==> src/rtl/regfile_sb.sv <==
// Decode-stage register file: two async read ports, two sync write ports, PC alias at the
// top index, optional same-cycle write-through bypass and a per-register busy scoreboard.
module regfile_sb #(
  parameter int WIDTH  = 32,
  parameter int NREGS  = 16,
  parameter int BYPASS = 1,
  localparam int AW    = (NREGS > 1) ? $clog2(NREGS) : 1
) (
  input  logic             clk,
  input  logic             reset,
  input  logic [AW-1:0]    ra1,
  input  logic [AW-1:0]    ra2,
  output logic [WIDTH-1:0] rd1,
  output logic [WIDTH-1:0] rd2,
  output logic             busy1,
  output logic             busy2,
  input  logic [WIDTH-1:0] r15,
  input  logic             we3,
  input  logic [AW-1:0]    wa3,
  input  logic [WIDTH-1:0] wd3,
  input  logic             we4,
  input  logic [AW-1:0]    wa4,
  input  logic [WIDTH-1:0] wd4,
  input  logic             iss_valid,
  input  logic [AW-1:0]    iss_wa
);

  localparam int PC = NREGS - 1;

  logic [WIDTH-1:0] rf_q [PC];
  logic [WIDTH-1:0] rf_d [PC];
  logic [PC-1:0]    busy_q;
  logic [PC-1:0]    busy_d;

  // Only indices below the PC alias hold storage; PC and out-of-range addresses never hit.
  function automatic logic stored_addr(input logic [AW-1:0] a);
    return 32'(a) < PC;
  endfunction

  function automatic logic wr_hit(input logic we, input logic [AW-1:0] wa,
                                  input logic [AW-1:0] a);
    return we && stored_addr(wa) && (wa == a);
  endfunction

  always_comb begin
    rf_d   = rf_q;
    busy_d = busy_q;
    for (int i = 0; i < PC; i++) begin
      if (wr_hit(we3, wa3, AW'(i))) begin
        rf_d[i]   = wd3;
        busy_d[i] = 1'b0;
      end
      // Port B is applied last so it wins a same-address collision.
      if (wr_hit(we4, wa4, AW'(i))) begin
        rf_d[i]   = wd4;
        busy_d[i] = 1'b0;
      end
      // A newer producer issuing this cycle keeps the register busy.
      if (wr_hit(iss_valid, iss_wa, AW'(i))) busy_d[i] = 1'b1;
    end
  end

  always_ff @(posedge clk) begin
    if (reset) begin
      for (int i = 0; i < PC; i++) rf_q[i] <= '0;
      busy_q <= '0;
    end else begin
      rf_q   <= rf_d;
      busy_q <= busy_d;
    end
  end

  always_comb begin
    rd1   = '0;
    rd2   = '0;
    busy1 = 1'b0;
    busy2 = 1'b0;
    for (int i = 0; i < PC; i++) begin
      if (ra1 == AW'(i)) begin
        rd1   = rf_q[i];
        busy1 = busy_q[i];
      end
      if (ra2 == AW'(i)) begin
        rd2   = rf_q[i];
        busy2 = busy_q[i];
      end
    end
    if (ra1 == AW'(PC)) rd1 = r15;
    if (ra2 == AW'(PC)) rd2 = r15;
    if (BYPASS != 0) begin
      if (wr_hit(we3, wa3, ra1)) begin rd1 = wd3; busy1 = 1'b0; end
      if (wr_hit(we4, wa4, ra1)) begin rd1 = wd4; busy1 = 1'b0; end
      if (wr_hit(we3, wa3, ra2)) begin rd2 = wd3; busy2 = 1'b0; end
      if (wr_hit(we4, wa4, ra2)) begin rd2 = wd4; busy2 = 1'b0; end
    end
  end

endmodule

==> config.mk <==
export PLATFORM = sky130hd
export DESIGN_NAME = regfile_sb
export DESIGN_NICKNAME = d
export VERILOG_FILES = /design/src/rtl/regfile_sb.sv
export SDC_FILE = /design/constraint.sdc
export NUM_CORES = 2
export LEC_CHECK = 0
export ABC_CLOCK_PERIOD_IN_PS = 4400
export BUFFER_PORTS_ARGS = -buffer_cell sky130_fd_sc_hd__clkbuf_2
export CORE_ASPECT_RATIO = 0.75
export CORE_MARGIN = 5
export CORE_UTILIZATION = 53
export CTS_CLUSTER_SIZE = 25
export DETAILED_ROUTE_END_ITERATION = 7
export PLACE_DENSITY = 0.68
export SLEW_MARGIN = 20
export SYNTH_ARGS = -nofsm -noshare
export SYNTH_HDL_FRONTEND = slang
export SYNTH_SLANG_ARGS = --single-unit
==> constraint.sdc <==
create_clock -name clk -period 4.4 [get_ports clk]
set_clock_uncertainty 0.15 [all_clocks]
set_input_delay 0.66 -clock clk [delete_from_list [all_inputs] [get_ports clk]]
set_output_delay 0.66 -clock clk [all_outputs]
set_load 0.005 [all_outputs]
==> flow_metrics.env <==
export IMPL_outcome="finished clean"
export IMPL_crit_path_end_kind="primary output"
export IMPL_worst_pin_slew_ns=1.30
export IMPL_synth_edf_count=0
export IMPL_hpwlAfterDp_um=112000
export IMPL_critPathSlowestCell="nor3_2"
export IMPL_cts_sinks=495
export IMPL_grt_pass1_wl_um=250000
export IMPL_die_area_um2=69800
export IMPL_grt_use_total=0.479
export IMPL_gr_total_overflow=0
export IMPL_syn_inst=4297
export IMPL_drt_wl_total_um=177000
export IMPL_fmax_mhz=235
export IMPL_hold_slack_ns=0.179
export IMPL_clk_pin_slew_ns=0.06
export IMPL_rsz0062_at_grt="no"
export IMPL_layout_drive_gt1_share=0.151
export IMPL_drt_iter0_markers=8507
export IMPL_crit_required_ns=3.59
export IMPL_crit_buf_inv=3
export IMPL_crit_family="buffers and inverters"
export IMPL_ys_seq_area_frac=0.290
export IMPL_min_period_ns=4.26
export IMPL_drt_first_pass_iters=7
export IMPL_grt_max_degree=111
export IMPL_ir_worst_vdd_v=0.000297
export IMPL_die_w_um=303
export IMPL_hold_buffers=0
export IMPL_antenna_found_initial=17
export IMPL_power_leakage_nw=14.0
export IMPL_min_path_type="input port to register"
export IMPL_ant_nets=0
export IMPL_synth_warnings=0
export IMPL_power_mw=12.1
export IMPL_clk_path_buf_depth=3
export IMPL_r2r_slack_ns=3.25
export IMPL_report_final_slew_viol_count=0
export IMPL_period_share=0.969
export IMPL_grt_pass1_vias=34800
export IMPL_num_rows=80
export IMPL_drv_cap=0
export IMPL_drc=0
export IMPL_final_cell_mix="654 x nor2_1, 545 x mux2i_1, 495 x dfxtp_1"
export IMPL_post_cts_resized=0
export IMPL_final_common_cell="nor2_1"
export IMPL_gp_congestion=1.09
export IMPL_setup_ws_ns=0.136
export IMPL_cts_tree="yes"
export IMPL_powerDensity_nw_per_um2=321
export IMPL_core_area_um2=63800
export IMPL_path_cells="buf_6, xnor2_1, nand2_1, nor3_2, buf_4, a211oi_1, o21ai_0, clkbuf_2"
export IMPL_startpoint_type="input port"
export IMPL_worstPathArrival_ns=3.45
export IMPL_place_ws_ns=0.313
export IMPL_htreeDepth=2
export IMPL_start_util=0.537
export IMPL_wl_per_cell_um=34.9
export IMPL_io_pins=187
export IMPL_vias_per_cell=7.63
export IMPL_critical_path_max_stage_delay_ns=0.82
export IMPL_finalHoldViolCount=0
export IMPL_area_delta_synth_final_pct=9.70
export IMPL_avgSynthCellArea_um2=7.96
export IMPL_cts_made_buffers=52
export IMPL_async_flop_share=0
export IMPL_synth_seq_cells=495
export IMPL_setup_worst_path_class="input port to primary output"
export IMPL_cts_setup_buffers=0
export IMPL_nets=4297
export IMPL_die_h_um=230
export IMPL_clock_latency_ns=0.63
export IMPL_syn_nets=4418
export IMPL_synthFlopType="dfxtp_1"
export IMPL_portBuffers=186
export IMPL_synth_cell_types=76
export IMPL_slew_headroom=0.132
export IMPL_finalSetupTns_ns=0
export IMPL_path_max_fanout=56
export IMPL_setup_viol=0
export IMPL_root_buffer="clkbuf_16"
export IMPL_netlist_area_um2=34200
export IMPL_vias=38800
==> final cells by class <==
cell class,instances,area (µm²)
Multi-Input combinational cell,3198,21800
Clock buffer,72,1510
Inverter,31,116
Timing Repair Buffer,398,2740
Fill cell,5852,26200
Antenna cell,11,27.5
Sequential cell,495,9910
Tap cell,861,1080
Clock inverter,20,308
==> worst min-delay path, cell delays in order <==
cell      delay [ns]
clkbuf_2        0.12
nand3_1         0.07
a21oi_1         0.05
==> cell usage after synthesis (8+ instances only) <==
cell         n  area [µm²]
nor3_1      34         170
a221oi_1    44         385
clkbuf_1   310        1160
nand2b_1    44         275
a22oi_1     32         240
dfxtp_1    495        9910
buf_2      143         716
a21oi_1    228        1140
and3_1       9        56.3
buf_4       52         390
a22o_1       9        78.8
a222oi_1    16         160
nand4_1      8        50.1
and2_1      16         100
buf_1       61         229
mux2i_1    545        5460
a2bb2oi_1   18         158
inv_1       28         105
xnor2_1     13         114
nor2b_1     25         156
or3_1       11        68.8
o21ai_0    231        1160
nand2_1    192         721
o221ai_1    71         622
mux2_2      52         586
o22ai_1     79         494
a211oi_1   480        3600
o211ai_1    46         345
a311oi_1    37         324
nand3_1     73         365
o2bb2ai_1   14         123
mux4_2      32         721
o21a_1      11        82.6
a32oi_1     16         140
a31oi_1     26         163
nand3b_1     8        60.1
nor2_1     660        2480
==> registers in the layout, indices dropped and copies added (netlist names) <==
| signal | flops |
|---|---|
| busy_q | 15 |
| rf_q | 480 |
==> cell families after synthesis <==
family          synth area share
compound gates             0.288
simple gates               0.141
mux                        0.198
buf+inv                   0.0787
flops                      0.290
xor+xnor                 0.00435
==> final timing paths <==
path / cells after the start / startpoint / endpoint
max: 8 / ra2[1] / rd2[13]
min: 3 / iss_wa[3] / busy_q[13]
max reg2reg: 2 / rf_q[148] / rf_q[148]
min reg2reg: 2 / rf_q[479] / rf_q[479]
==> power by group <==
part / internal (mW) / leakage, nW / total [mW] / switching (mW)
Combinational: 0.748 / 9.13 / 2.33 / 1.58
Clock: 2.85 / 0.890 / 4.94 / 2.10
Sequential: 4.63 / 4.01 / 4.79 / 0.163
==> routing by layer <==
metal  part of all wire  GRT usage  wire, µm
met5            0.00044          0        78
met4              0.080      0.290     14200
met3               0.19      0.216     32800
met2               0.37      0.622     65700
met1               0.36      0.641     64500
==> through the flow <==
step                area [µm²]  std cells  utilization
finish                   37500       5086        0.589
global route             37500       5079        0.588
CTS                      37500       5075        0.588
detailed placement       35700       4983        0.560
global placement         35700       4983        0.560
floorplan                34200       4297            -
Power figures use the tool's default switching activity.
